File: src/rtl/wb_arbiter_n.sv
// N-master to 1-slave Wishbone arbiter, round-robin or fixed priority, one IDLE bubble per transaction.
// Optional slave ACK watchdog enabled by defining WB_ARB_TIMEOUT_EN.
module wb_arbiter_n #(
  parameter int NUM_MASTERS = 2,
  parameter int ADDR_W      = 27,
  parameter int DATA_W      = 256,
  parameter int ARB_MODE    = 0,
  parameter int TIMEOUT     = 255
) (
  input  logic                              clk,
  input  logic                              rst_n,
  input  logic [NUM_MASTERS-1:0]            m_cyc,
  input  logic [NUM_MASTERS-1:0]            m_stb,
  input  logic [NUM_MASTERS-1:0]            m_we,
  input  logic [NUM_MASTERS*ADDR_W-1:0]     m_adr,
  input  logic [NUM_MASTERS*(DATA_W/8)-1:0] m_sel,
  input  logic [NUM_MASTERS*DATA_W-1:0]     m_dat_w,
  output logic [DATA_W-1:0]                 m_dat_r,
  output logic [NUM_MASTERS-1:0]            m_ack,
  output logic [NUM_MASTERS-1:0]            m_rty,
  output logic                              s_cyc,
  output logic                              s_stb,
  output logic                              s_we,
  output logic [ADDR_W-1:0]                 s_adr,
  output logic [DATA_W/8-1:0]               s_sel,
  output logic [DATA_W-1:0]                 s_dat_w,
  input  logic [DATA_W-1:0]                 s_dat_r,
  input  logic                              s_ack,
  input  logic                              s_rty,
  output logic [NUM_MASTERS-1:0]            grant
);

  localparam int SEL_W = DATA_W / 8;
  localparam int IDX_W = $clog2(NUM_MASTERS);
  localparam logic [IDX_W-1:0] LAST_IDX = IDX_W'(NUM_MASTERS - 1);
  localparam logic [15:0] WD_LIMIT = 16'(TIMEOUT - 1);

  typedef enum logic {IDLE, BUSY} state_t;

  state_t                 state, state_nxt;
  logic [NUM_MASTERS-1:0] grant_nxt, req, win_oh;
  logic [IDX_W-1:0]       rr_ptr, rr_nxt, win_idx, cand;
  logic                   win_vld, g_cyc, g_req, wd_hit, done;
  int                     rr_sum;

  assign req     = m_cyc & m_stb;
  assign g_cyc   = |(grant & m_cyc);
  assign g_req   = |(grant & req);
  assign done    = s_ack | s_rty | ~g_cyc | wd_hit;
  assign m_dat_r = s_dat_r;

`ifdef WB_ARB_TIMEOUT_EN
  logic [15:0] wdog, wdog_nxt;

  // Counts BUSY cycles without a slave response; zero whenever not waiting.
  assign wdog_nxt = (state == BUSY && !done) ? wdog + 16'd1 : 16'd0;
  assign wd_hit   = (state == BUSY) & g_cyc & ~s_ack & ~s_rty & (wdog == WD_LIMIT);

  always_ff @(posedge clk or negedge rst_n) begin
    if (!rst_n) wdog <= '0;
    else        wdog <= wdog_nxt;
  end
`else
  logic unused_cfg;
  assign unused_cfg = ^WD_LIMIT;
  assign wd_hit     = 1'b0;
`endif

  // Winner search: from rr_ptr upward with wrap, or from index 0 in fixed-priority mode.
  always_comb begin
    win_idx = '0;
    win_vld = 1'b0;
    win_oh  = '0;
    rr_sum  = 0;
    cand    = '0;
    for (int k = 0; k < NUM_MASTERS; k++) begin
      if (ARB_MODE == 1) begin
        rr_sum = k;
      end else begin
        rr_sum = int'(rr_ptr) + k;
        if (rr_sum >= NUM_MASTERS) rr_sum = rr_sum - NUM_MASTERS;
      end
      cand = IDX_W'(rr_sum);
      if (!win_vld && req[cand]) begin
        win_vld = 1'b1;
        win_idx = cand;
      end
    end
    if (win_vld) win_oh[win_idx] = 1'b1;
  end

  always_ff @(posedge clk or negedge rst_n) begin
    if (!rst_n) begin
      state  <= IDLE;
      grant  <= '0;
      rr_ptr <= '0;
    end else begin
      state  <= state_nxt;
      grant  <= grant_nxt;
      rr_ptr <= rr_nxt;
    end
  end

  always_comb begin
    state_nxt = state;
    grant_nxt = grant;
    rr_nxt    = rr_ptr;
    case (state)
      IDLE: begin
        if (win_vld) begin
          state_nxt = BUSY;
          grant_nxt = win_oh;
          if (ARB_MODE == 0) rr_nxt = (win_idx == LAST_IDX) ? '0 : win_idx + 1'b1;
        end
      end
      BUSY: begin
        if (done) begin
          state_nxt = IDLE;
          grant_nxt = '0;
        end
      end
      default: begin
        state_nxt = IDLE;
        grant_nxt = '0;
      end
    endcase
  end

  // grant is zero in IDLE, so every slave-side and response output idles at 0.
  always_comb begin
    s_adr   = '0;
    s_sel   = '0;
    s_dat_w = '0;
    s_we    = 1'b0;
    for (int i = 0; i < NUM_MASTERS; i++) begin
      if (grant[i]) begin
        s_adr   = m_adr[i*ADDR_W +: ADDR_W];
        s_sel   = m_sel[i*SEL_W +: SEL_W];
        s_dat_w = m_dat_w[i*DATA_W +: DATA_W];
        s_we    = m_we[i];
      end
    end
    s_cyc = g_req & ~wd_hit;
    s_stb = g_req & ~wd_hit;
    m_ack = grant & {NUM_MASTERS{s_ack & g_cyc}};
    m_rty = grant & {NUM_MASTERS{(s_rty & g_cyc) | wd_hit}};
  end

endmodule

File: config.mk
export PLATFORM = sky130hd
export DESIGN_NAME = wb_arbiter_n
export DESIGN_NICKNAME = d
export VERILOG_FILES = /design/src/rtl/wb_arbiter_n.sv
export SDC_FILE = /design/constraint.sdc
export NUM_CORES = 1
export LEC_CHECK = 0
export CAP_MARGIN = 20
export CORE_AREA = 2 2 581 583
export DETAILED_ROUTE_END_ITERATION = 12
export DIE_AREA = 0 0 583 585
export PLACE_DENSITY = 0.3
export SLEW_MARGIN = 0
export SYNTH_ARGS = -nofsm -noshare
export SYNTH_HDL_FRONTEND = slang
export SYNTH_SLANG_ARGS = --single-unit
File: constraint.sdc
create_clock -name clk -period 4.2 [get_ports clk]
set_clock_uncertainty 0.1 [all_clocks]
set_input_delay 0.84 -clock clk [delete_from_list [all_inputs] [get_ports clk]]
set_output_delay 0.84 -clock clk [all_outputs]
set_load 0.05 [all_outputs]
* After elaboration in Yosys (flattened, before gate mapping)
Cells that the tools add are included.
** Cells by class
- Add/subtract/negate cells :: 4
- Bitwise gates (word level) :: 11
- Muxes and demuxes :: 27
- Div/mod/pow operators :: 0
- Multipliers :: 0
- Reductions and logical operators :: 7
- Magnitude comparators :: 6
- Shifts and indexed selects :: 0
- Equality and inequality tests :: 2
** Operators by type and width (count)
- $mux 256 :: 2
- $mux 32 :: 2
- $mux 27 :: 2
- $mux 1 :: 16
- $and 2x2->2 :: 5
- $lt 1x2->1 const B :: 3
- $mux 2 :: 2
- $pmux 2 s2 :: 1
- $reduce_and 2->1 :: 2
- $reduce_or 2->1 :: 2
- $add 1x1->2 const B :: 1
- $and 1x1->1 :: 2
- $ge 1x2->1 const B :: 1
- $ge 2x2->1 const B :: 1
- $logic_and 1x1->1 :: 2
- $ne 2x1->1 const B :: 1
- $ne 2x2->1 const B :: 1
- $not 1->1 :: 2
- $or 1x1->1 :: 2
- $pmux 1 s2 :: 1
- $sub 1x1->1 const B :: 2
- $add 1x1->1 const B :: 1
- $demux 1 s1 :: 1
- $ge 1x1->1 const B :: 1
- $logic_not 1->1 :: 1
** Word-level totals
- Logic and storage cells :: 60
- Memory bits (writable) :: 0
- ROM bits :: 0
- Bits in latches :: 0
- Flip-flop bits (word level) :: 4
- Memories kept :: 0

* Longest topological paths before layout
- Word-level depth :: 14
- Mapped depth :: 6
- Depth with buffers taken out :: 3

* Worst setup path after synthesis
OpenSTA, ideal clock, no wires.
- Path kind :: register to output
- Start :: register grant[1]
- End :: output s_stb
- Data arrival time :: 2.397 ns
- Cell stages (with the launch flop) :: 7
- Setup slack :: 0.863 ns
- Required time :: 3.260 ns
- Path buffers :: 4
- Cell sequence :: dfrtp_1 buf_4 buf_4 buf_2 inv_1 o2bb2ai_1 buf_4
** On the way
- Word-level cells in the longest chain between the ends :: 2
** Ends and longest elaborated chain
- start: declaration :: RTL line 30 : output logic [NUM_MASTERS-1:0] grant
- start signal: assignment :: RTL line 99 : grant <= grant_nxt;
- $and 2x2->2 :: RTL line 48 : assign g_req = |(grant & req);
- $reduce_or 2->1 :: RTL line 48
- end: declaration :: RTL line 22 : output logic s_stb,
No other way between the ends.

* Worst setup path in the final report
- Start :: register grant[1]
- End :: output s_dat_w[40]
** On the way
- Word-level cells in the longest chain between the ends :: 1
** Ends and longest elaborated chain
- $mux 256 :: RTL line 136 : if (grant[i]) begin
- end: declaration :: RTL line 26 : output logic [DATA_W-1:0] s_dat_w,
No other way between the ends.

==> key figures <==
Synthesis
  – Synth Area in XOR/XNOR: 0%
  – Post-Synth Simple-Gate Area: 1.22%
  – #FFs+latches synth: 4
  – Top cell type's share of synthesized area: 52.0%
  – Post-Synth Adder-Cell Area: 0%
  – Compound-gate portion of the synthesized area: 53.9%
  – Post-synth top cells: 316 x a22o_1, 267 x buf_4, 37 x buf_2, 24 x clkbuf_1
  – Post-synth EDFFs: 0
  – Post-Syn Nets: 1,571
  – Cells after Synth: 675
  – Async set-reset flop share out of synthesis: 100%
  – Main combinational cell family by area after synthesis: compound AO/OA/AOI/OAI gates
  – Syn_area_per_cell: 7.89 um^2
  – Mapped Area: 0.00532 mm^2
  – Top_reg_cell synth: dfrtp_1
  – Mux contribution to synthesized area: 0%
  – Register area share after synthesis: 1.88%
  – Synth cell types: 21
  – Count leader, synth: a22o_1
  – Synth warnings: 0
  – Synth area leaders: a22o_1 52%, buf_4 38%, buf_2 3.5%
  – Yosys top cell by area: a22o_1

Detailed routing
  – Via count: 10.2k
  – DRC Markers: 0
  – Wire per inst: 38.9 um
  – Drt pass-1 iters: 5
  – DR iter-0 viols: 760
  – Total Wirelength: 225 mm
  – Via density: 1.76
  – Final ANT Viol Nets: 0

Timing
  – Final Max Slew Viols: 0
  – Fin crit share: 83.8%
  – Worst Tran Pin Value: 0.750 ns
  – Final Setup Violations: 0
  – Total negative slack: 0 ns
  – RSZ-0062 raised after global routing: no
  – Minimum clock period after layout: between 3 and 4 ns
  – Final Hold Fails: 0
  – Worst slew margin: approximately half
  – Max Fclk: 0.284 GHz

Critical path
  – Critical R2R Capture: grant[1]
  – Setup Crit Path Kind: reg2out
  – CP Max Fanout: 71
  – Crit start category: flop
  – Crit. End Element: output port
  – R2r setup slk: 2.81 ns
  – R2r startpoint: grant[1]
  – CP Data Arrival Time: 2.58 ns
  – R2R depth: 3
  – Critical path required time: 3.26 ns

Die
  – Core box area: 0.335 mm^2
  – Initial Util: 1.59%
  – Ports: 1,476
  – Die Y-Extent: about 590 um
  – Site Rows: around 210
  – Total die area: 0.341 mm^2
  – Width of the die: 583 um

Cells and area
  – Post-Layout Cell Count: about 5.8k
  – Nets: 2,231
  – Util after Layout: under 10%
  – Share of cells above drive strength 1: between 20% and 30%
  – Fill cells: 39.5k
  – Layout Area Growth over Synthesis: 265%

Min path
  – Cells on Worst Hold Path: 1
  – Hold Crit Class: reg2reg
  – Worst hold endpoint: rr_ptr
  – Min-delay src: rr_ptr

CTS
  – TritonCTS Buffers: 3
  – Clock transition at the registers of the reported paths: 0.03 ns
  – Clock sink count: 4
  – Clock insertion delay at the later pin of the skew report: 0.23 ns
  – Clk buf depth: 2
  – Post-CTS setup buffer count: 0
  – CTS tree: yes
  – Root Driver: clkbuf_16
  – Post-cts gate resize count: 0
  – H-tree levels: 1
  – Hold_buf cts: 0

Placed design
  – Placed Instances: roughly 5.7k
  – Port-buffer cells: between 900 and 1k
  – DP HPWL: 216 mm
  – Routability-driven placement congestion ratio: 0.894

Global route
  – Total track usage: 12.6%
  – First-pass GRT wire length: 244 mm
  – Vias in the first global route: ~9k
  – Initial antenna violation count: 236
  – Grt ovf: 0
  – Largest net degree at the start of global routing: 91

Power
  – Peak supply drop: roughly 110 uV
  – Leak pwr: 5.91 nW
  – Pwr Density: 274 mW/mm^2

Status
  – Status: finished clean

Flow run
  – Max Cap Viol: 0
cell usage in the layout (no fill, tap or decap):
master and n:
inv_2 1, diode_2 42, dfrtp_4 1, clkbuf_1 1, o2bb2ai_1 1, a311o_1 1
o211a_1 2, o31ai_1 1, nor2_1 3, clkdlybuf4s50_1 715, buf_12 123, a21oi_1 2
nand2_1 4, o21ai_0 3, buf_4 145, inv_1 1, a221oi_1 1, a31o_2 1
a22o_1 316, and2_1 3, nor2_8 1, clkbuf_16 3, o32ai_1 1, dfrtp_1 3
a31oi_1 1
worst max-delay path by stage:
stage / start / to / slack [ns]
4_1_cts: grant[1] / s_dat_w[5] / 0.65
2_1_floorplan: grant[1] / s_stb / 0.86
5_1_grt: grant[1] / s_dat_w[5] / 0.58
6_report: grant[1] / s_dat_w[40] / 0.68
3_3_place_gp: m_dat_w[436] / s_dat_w[180] / 0.70
3_5_place_dp: m_dat_w[436] / s_dat_w[180] / 0.70
cell type report:
| type | count | area (um^2) | share of cell area, % |
|---|---|---|---|
| repair buffers | 983 | 10700 | 55.0 |
| inverters | 2 | 7.51 | 0.0386 |
| well taps | 4407 | 5510 | 28.3 |
| multi-input cells | 341 | 2940 | 15.1 |
| diodes | 42 | 105 | 0.540 |
| clock buffers | 4 | 78.8 | 0.405 |
| flip-flops and latches | 4 | 104 | 0.534 |
state kept, by name (all words and copies together) (netlist names):
signal / count
state: 1
grant: 2
rr_ptr: 1
power breakdown:
| group | switching, mW | internal, mW |
|---|---|---|
| clock network | 0.0294 | 0.126 |
| logic | 3.29 | 1.83 |
| registers | 0.0133 | 0.0464 |
kinds of logic (layout without fill, tap and decap cells):
| group | Yosys count | in the layout |
|---|---|---|
| buffers and inverters | 330 | 989 |
| flip-flops | 4 | 4 |
| other | 0 | 42 |
| AO/OA/AOI/OAI | 330 | 330 |
| AND/OR/NAND/NOR | 11 | 11 |
stage by stage:
stage	cell area [um^2]	hold slack (ns)	setup WS, ns	total power, mW
floorplan	5320	0.369	0.863	2.91
global placement	19300	0.394	0.702	5.37
detailed placement	19300	0.417	0.698	5.36
CTS	19300	0.422	0.650	5.54
global route	19400	0.445	0.578	5.59
finish	19500	0.429	0.679	5.34
worst max-delay path, cell delays in order (launching register included):
cell and delay, ns:
dfrtp_4 0.55, nor2_8 0.14, buf_12 0.22, buf_12 0.33
a22o_1 0.18, clkdlybuf4s50_1 0.83
per-layer routing:
layer	vias to the layer above	global-route usage, %	wire length [um]
met5	-	0	948
met4	140	2.67	6800
met3	524	13.8	54600
met2	1364	18.8	93100
met1	4432	11.5	69300
li1	3738	-	-
No activity file was read; power rests on OpenSTA's default activity.
